### config.mk
export PLATFORM = sky130hd
export DESIGN_NAME = md_stall_ctrl
export DESIGN_NICKNAME = d
export VERILOG_FILES = /design/src/rtl/md_stall_ctrl_pkg.sv /design/src/rtl/md_busy_counter.sv /design/src/rtl/md_stall_ctrl.sv
export SDC_FILE = /design/constraint.sdc
export NUM_CORES = 1
export LEC_CHECK = 0
export BUFFER_PORTS_ARGS = -buffer_cell sky130_fd_sc_hd__buf_2
export CAP_MARGIN = 30
export CORE_UTILIZATION = 45
export DETAILED_ROUTE_END_ITERATION = 10
export HOLD_SLACK_MARGIN = 0.05
export PLACE_DENSITY = 0.67
export REMOVE_ABC_BUFFERS = 1
export SYNTH_ARGS = -nofsm -noshare
export SYNTH_HDL_FRONTEND = slang
export SYNTH_SLANG_ARGS = --single-unit
export TNS_END_PERCENT = 1
### constraint.sdc
create_clock -name clk_i -period 2.4 [get_ports clk_i]
set_input_delay 0.48 -clock clk_i [delete_from_list [all_inputs] [get_ports clk_i]]
set_output_delay 0.48 -clock clk_i [all_outputs]
set_load 0.01 [all_outputs]
### src/rtl/md_stall_ctrl_pkg.sv
// Shared constants and types for the multiply/divide scheduler and pipeline stall control.
package md_stall_ctrl_pkg;

  localparam int unsigned MD_MULT_CYCLES_DEF = 5;
  localparam int unsigned MD_DIV_CYCLES_DEF  = 10;
  localparam int unsigned MD_CNT_W_DEF       = 4;
  localparam int unsigned STALL_CNT_W        = 32;

  typedef enum logic {
    MD_IDLE = 1'b0,
    MD_BUSY = 1'b1
  } md_state_e;

  // Performance counter increment that sticks at all-ones instead of wrapping.
  function automatic logic [STALL_CNT_W-1:0] sat_inc(input logic [STALL_CNT_W-1:0] v);
    return (&v) ? v : v + STALL_CNT_W'(1);
  endfunction

endpackage

### src/rtl/md_busy_counter.sv
// HI/LO occupancy tracker: IDLE/BUSY FSM with a down-counter, busy flag and commit pulse.
module md_busy_counter
  import md_stall_ctrl_pkg::*;
#(
  parameter int unsigned MULT_CYCLES = MD_MULT_CYCLES_DEF,
  parameter int unsigned DIV_CYCLES  = MD_DIV_CYCLES_DEF,
  parameter int unsigned CNT_W       = MD_CNT_W_DEF
) (
  input  logic clk_i,
  input  logic rst_ni,
  input  logic start_i,
  input  logic is_div_i,
  output logic busy_o,
  output logic done_o
);

  md_state_e        state_q, state_d;
  logic [CNT_W-1:0] cnt_q,   cnt_d;
  logic             done_q,  done_d;

  // NOTE: every variable gets its default before the case, so no path leaves one unassigned (no latch).
  always_comb begin
    state_d = state_q;
    cnt_d   = cnt_q;
    done_d  = 1'b0;
    unique case (state_q)
      MD_IDLE: begin
        if (start_i) begin
          state_d = MD_BUSY;
          cnt_d   = is_div_i ? CNT_W'(DIV_CYCLES) : CNT_W'(MULT_CYCLES);
        end
      end
      MD_BUSY: begin
        // A second start while busy is deliberately ignored: no reload, no restart.
        if (cnt_q == CNT_W'(1)) begin
          state_d = MD_IDLE;
          cnt_d   = '0;
          done_d  = 1'b1;
        end else begin
          cnt_d = cnt_q - CNT_W'(1);
        end
      end
      default: begin
        state_d = MD_IDLE;
        cnt_d   = '0;
      end
    endcase
  end

  // NOTE: state registers use non-blocking assignments so every flop samples pre-edge values.
  always_ff @(posedge clk_i or negedge rst_ni) begin
    if (!rst_ni) begin
      state_q <= MD_IDLE;
      cnt_q   <= '0;
      done_q  <= 1'b0;
    end else begin
      state_q <= state_d;
      cnt_q   <= cnt_d;
      done_q  <= done_d;
    end
  end

  assign busy_o = (state_q == MD_BUSY);
  assign done_o = done_q;

endmodule

### src/rtl/md_stall_ctrl.sv
// HI/LO scheduler top: merges the HI/LO stall with the data-hazard stall into pipeline register controls.
module md_stall_ctrl
  import md_stall_ctrl_pkg::*;
#(
  parameter int unsigned MULT_CYCLES = MD_MULT_CYCLES_DEF,
  parameter int unsigned DIV_CYCLES  = MD_DIV_CYCLES_DEF,
  parameter int unsigned CNT_W       = MD_CNT_W_DEF
) (
  input  logic                   clk_i,
  input  logic                   rst_ni,
  input  logic                   e_start_i,
  input  logic                   e_is_div_i,
  input  logic                   d_uses_md_i,
  input  logic                   hz_stall_i,
  output logic                   md_busy_o,
  output logic                   md_done_o,
  output logic                   stall_o,
  output logic                   pc_we_o,
  output logic                   d_reg_we_o,
  output logic                   e_reg_clr_o,
  output logic                   m_reg_we_o,
  output logic [STALL_CNT_W-1:0] stall_cnt_o
);

  logic                   md_stall;
  logic                   stall;
  logic [STALL_CNT_W-1:0] stall_cnt_q, stall_cnt_d;

  md_busy_counter #(
    .MULT_CYCLES (MULT_CYCLES),
    .DIV_CYCLES  (DIV_CYCLES),
    .CNT_W       (CNT_W)
  ) u_busy_counter (
    .clk_i    (clk_i),
    .rst_ni   (rst_ni),
    .start_i  (e_start_i),
    .is_div_i (e_is_div_i),
    .busy_o   (md_busy_o),
    .done_o   (md_done_o)
  );

  // A HI/LO user in D waits both while the unit is busy and while a mult/div is issuing from E.
  assign md_stall = d_uses_md_i & (e_start_i | md_busy_o);
  assign stall    = hz_stall_i | md_stall;

  assign stall_o     = stall;
  assign pc_we_o     = ~stall;
  assign d_reg_we_o  = ~stall;
  assign e_reg_clr_o = stall;
  assign m_reg_we_o  = 1'b1;

  assign stall_cnt_d = stall ? sat_inc(stall_cnt_q) : stall_cnt_q;

  always_ff @(posedge clk_i or negedge rst_ni) begin
    if (!rst_ni) begin
      stall_cnt_q <= '0;
    end else begin
      stall_cnt_q <= stall_cnt_d;
    end
  end

  assign stall_cnt_o = stall_cnt_q;

endmodule
# Word level (Yosys, flattened, before mapping)
# Index checks and enable logic that the tools add are counted.
[totals] out_inout_bits=39 ff_bits=38 rom_bits=0 memories=0 latchBits=0 wordCells=25 ramBits=0 in_bits=6
[op_classes] n_eq_ne=2 n_addsub=2 muxes=9 n_div=0 bitwise_logic=6 n_reduce_logical=2 magnitude_cmp=0 n_shift=0 n_mul=0
[op_table] op="32-bit by 1-bit adder with 32-bit output, second input constant" count=1
[op_table] op="32-bit AND reduction" count=1
[op_table] op="4-bit two-way mux" count=3
[op_table] op="4-bit case mux with 2 select lines" count=1
[op_table] op="4-bit by 1-bit == test with 1-bit output, second input constant" count=1
[op_table] op="1-bit two-way mux" count=4
[op_table] op="4-bit by 1-bit subtractor with 4-bit output, second input constant" count=1
[op_table] op="1-bit NOT" count=3
[op_table] op="2-bit != test, second input constant" count=1
[op_table] op="1-bit OR" count=2
[op_table] op="1-bit case mux with 2 select lines" count=1
[op_table] op="2-bit AND reduction" count=1
[op_table] op="1-bit bitwise AND" count=1

# Logic depth before layout (Yosys ltp)
[depth] ltp_word=4 depth_mapped=7 ltp_nobuf=6

# Cells and area by module
# A second synthesis with hierarchy kept.
[unflattened] cells_unflattened=185 hier_area_um2=1941.9
[by_module_without_submodules] module="md_stall_ctrl" cells_each=153 seq_area_each_um2=800.8 instances=1 area_per_inst_um2=1627.8
[by_module_without_submodules] module="md_busy_counter" cells_each=32 seq_area_each_um2=150.1 instances=1 area_per_inst_um2=314.1

# Worst setup path before layout
# OpenSTA, ideal clock, no wires.
[synth_path] path_type="input-to-output" start="in e_start_i" end="out pc_we_o" stages=5 setup_slack_ns=0.519 required_time_ns=1.920 t_arrival_ns=1.401 path_buffers=2 cell_sequence="buf_2 > o21a_1 > or2_2 > inv_1 > buf_4"
[synth_between] elab_chain_cells=4
[synth_rtl] element="start, declared" line="md_stall_ctrl.sv:11" rtl="input logic e_start_i,"
[synth_rtl] element="1-bit OR" line="md_stall_ctrl.sv:43" rtl="assign md_stall = d_uses_md_i & (e_start_i | md_busy_o);"
[synth_rtl] element="1-bit bitwise AND" line="md_stall_ctrl.sv:43"
[synth_rtl] element="1-bit OR" line="md_stall_ctrl.sv:44" rtl="assign stall = hz_stall_i | md_stall;"
[synth_rtl] element="net e_reg_clr_o" line="md_stall_ctrl.sv:20" rtl="output logic e_reg_clr_o,"
[synth_rtl] element="1-bit NOT"
[synth_rtl] element="end, declared" line="md_stall_ctrl.sv:18" rtl="output logic pc_we_o,"
# The timed path passes the listed nets, and every way through them passes these cells.

# Worst setup path in the final report
[layout_path] start="reg stall_cnt_q[4], in the netlist stall_cnt_o[4]" end="reg stall_cnt_q[28], in the netlist stall_cnt_o[28]"
[layout_between] elab_chain_cells=3 elab_cells_between_ends=4 classes_between="add/sub: 1; bitwise: 1; reduce/logical: 2"
[layout_rtl] element="start, declared" line="md_stall_ctrl.sv:27" rtl="logic [STALL_CNT_W-1:0] stall_cnt_q, stall_cnt_d;"
[layout_rtl] element="start signal, assigned" line="md_stall_ctrl.sv:58" rtl="stall_cnt_q <= stall_cnt_d;"
[layout_rtl] element="branches (longest 3 deep; another with 32-bit by 1-bit adder with 32-bit output)"
# Parallel ways; which one is timed is not known.
# A chain may end at the register's enable or synchronous reset.

==> flow_metrics.tcl <==
set metrics [dict create \
    min_period_ps 2100 \
    area_growth_pct 17.0 \
    fin_ws_ps 305 \
    finalSetupTns_ps 0 \
    clk_latency_ps 290 \
    cts.clk_slew.worst_paths_ps 70 \
    cts_tree "done" \
    synthAdderAreaFrac_pct 1.94 \
    numCtsBuffers 5 \
    track_usage_pct 19.0 \
    place_ws_ps 306 \
    setup_viol 0 \
    fillers 365 \
    regArea_um2 951 \
    postLayoutCoreUtil_pct 55.7 \
    via_count 1516 \
    synth-edff-count 0 \
    synth-compound-area-share_pct 7.26 \
    wl_per_cell_um 14.1 \
    ctsHoldBuffers 0 \
    p_per_area_nw_per_um2 816 \
    required_ps 2580 \
    synth_cells 183 \
    drtIter0Drc 100 \
    rows 23 \
    grt_pass1_wl_um 6410 \
    path_class "register to register" \
    nets 235 \
    yosysWarnings 0 \
    synthMuxAreaShare_pct 1.75 \
    ys.flop_type "dfrtp_1" \
    tightest_slew_ps 818 \
    syn_area_um2 1930 \
    finalHoldViolations 0 \
    post_cts_resized 0 \
    clk_path_buf_depth 2 \
    path_max_fanout 8 \
    vias_per_cell 5.47 \
    slew-limit-headroom_pct 45.4 \
    start_util_pct 47.6 \
    synth_async_sr_flop_share_pct 100 \
    num_antenna_cells 0 \
    synth_area_leaders "dfrtp_1 (49%), xnor2_1 (9.1%), nand4_1 (5.2%)" \
    cts.sinks 38 \
    grt_pass1_vias 1366 \
    io_buffer_count 43 \
    yosysSeqAreaShare_pct 49.3 \
    grt-ovfl-total 0 \
    rsz0062_at_grt "false" \
    wirelength_um 3910 \
    grt_max_degree 39 \
    maxCapViolations 0 \
    ys_ff_latch 38 \
    multi_input_area_um2 913 \
    ys_types 40 \
    critPathArrivalTime_ps 2270 \
    drive_gt1_share_pct 27.8 \
    yosysTopAreaCellShare_pct 49.3 \
    place_inst 269 \
    post_cts_buffers 0 \
    p_total_mw 1.84 \
    dp_hpwl_um 2810 \
    die_x_um 67.5 \
    p_leak_nw 1.10 \
    final_cell_count_no_fill 277 \
    outcome "complete, no violations" \
    cp-start-kind "register" \
    dieArea_um2 4560 \
    first_pass_iters 4 \
    synth_top_family_by_area "simple AND/OR/NAND/NOR gates" \
    fmax_mhz 477 \
    synth_xor_area_share_pct 13.2 \
    ant_nets 0 \
    final_max_slew_viol_count 0 \
    core_area_um2 4060 \
    clock_skew_ps 5.71 \
    synth_area_leader_cell "dfrtp_1" \
    finalCritPeriodShare_pct 87.3 \
    ir_worst_vdd_uv 423 \
    syn_avg_cell_area_um2 10.5 \
    root_buffer "clkbuf_8" \
    gp_congestion 0.806 \
    drc 0 \
    htreeDepth 2 \
    ioPinCount 45 \
    synth-simple-area-share_pct 23.0 \
    die_y_um 67.5 \
    hold_path_class "primary input to async pin" \
    antenna_found_initial 0 \
    cp-end-kind "register" \
]
## flip-flops by register name, indices dropped and copies added, names as in the netlist
register and count:
u_busy_counter.cnt_q 4, u_busy_counter.done_o 1, stall_cnt_o 32, u_busy_counter.busy_o 1
## where the power goes
group | switching (mW) | leakage (nW) | internal, mW
registers | 0.130 | 0.503 | 0.754
clock network | 0.220 | 0.0482 | 0.232
logic | 0.263 | 0.551 | 0.245
total | 0.613 | 1.10 | 1.23
## cells in the mapped netlist (all sizes together), types with 3 or more instances
| cell type | number |
|---|---|
| nor3 | 5 |
| nand3 | 9 |
| inv | 5 |
| nand4 | 17 |
| nor4 | 4 |
| mux2 | 3 |
| xnor2 | 20 |
| a211oi | 3 |
| dfrtp | 38 |
| nor2b | 3 |
| a21oi | 4 |
| xor2 | 9 |
| nor2 | 12 |
| and2 | 3 |
| ha | 3 |
| nand2 | 12 |
| and3 | 6 |
| buf | 7 |
| a31oi | 3 |
## path summary, 6_finish.rpt
check,start,to,slack [ps],depth (start not counted)
setup / recovery,stall_cnt_o[4],stall_cnt_o[28],300,5
hold / removal,rst_ni,u_busy_counter.cnt_q[3],280,1
setup reg to reg,stall_cnt_o[4],stall_cnt_o[28],300,5
hold reg to reg,stall_cnt_o[23],stall_cnt_o[23],500,1
max in group asynchronous,rst_ni,stall_cnt_o[3],1600,1
min in group clk_i,stall_cnt_o[23],stall_cnt_o[23],500,1
## final cells by class
type	instances	share of cell area (%)
Clock inverter	1	0.221
Multi-Input combinational cell	132	40.4
Clock buffer	7	3.82
Inverter	5	0.831
Sequential cell	38	42.1
Tap cell	50	2.77
Timing Repair Buffer	44	9.86
## routing by layer
layer / up-vias / part of all wire [%] / GRT usage (%)
li1: 730 / - / -
met5: - / 0 / 0
met4: 0 / 1.3 / 7.98
met2: 40 / 44 / 26.7
met3: 7 / 4.2 / 4.56
met1: 739 / 50 / 27.6
## metrics by stage
stage,hold WS [ps],instance area (um2)
finish,284,2260
global route,365,2260
detailed placement,490,2170
global placement,490,2170
CTS,319,2260
floorplan,184,1880
## cell usage in the layout, fill, tap and decap left out, drive strengths merged, types with 2 or more instances in the layout
cell / synthesis / routed
inv: 5 / 5
nor4: 4 / 4
a31oi: 3 / 3
nor2: 12 / 12
o21ai: 2 / 2
nand2: 12 / 12
xor2: 9 / 9
a211oi: 3 / 3
xnor2: 20 / 20
ha: 3 / 3
buf: 7 / 44
clkbuf: 1 / 7
and3: 6 / 6
or4: 2 / 2
a21oi: 4 / 4
and2: 3 / 3
dfrtp: 38 / 38
nor3: 5 / 5
nand4: 17 / 17
mux2: 3 / 3
o21a: 2 / 2
nor2b: 3 / 3
o31a: 2 / 2
nand3: 9 / 9
## kinds of logic (layout without fill, tap and decap cells)
logic type,Yosys count,count (layout)
flip-flops,38,38
AND/OR/NAND/NOR,78,78
XOR/XNOR,29,29
other,1,1
buffers and inverters,13,57
adder cells (fa/ha/maj),3,3
AO/OA/AOI/OAI,18,18
multiplexers,3,3
## worst max-delay path, cell delays in order, from the launching register on
cell and delay, ps:
dfrtp_1 500, nand4_2 240, nor4_1 560, and2_1 280
nand4_1 120, mux2_2 290
No activity file was read; power rests on OpenSTA's default activity.
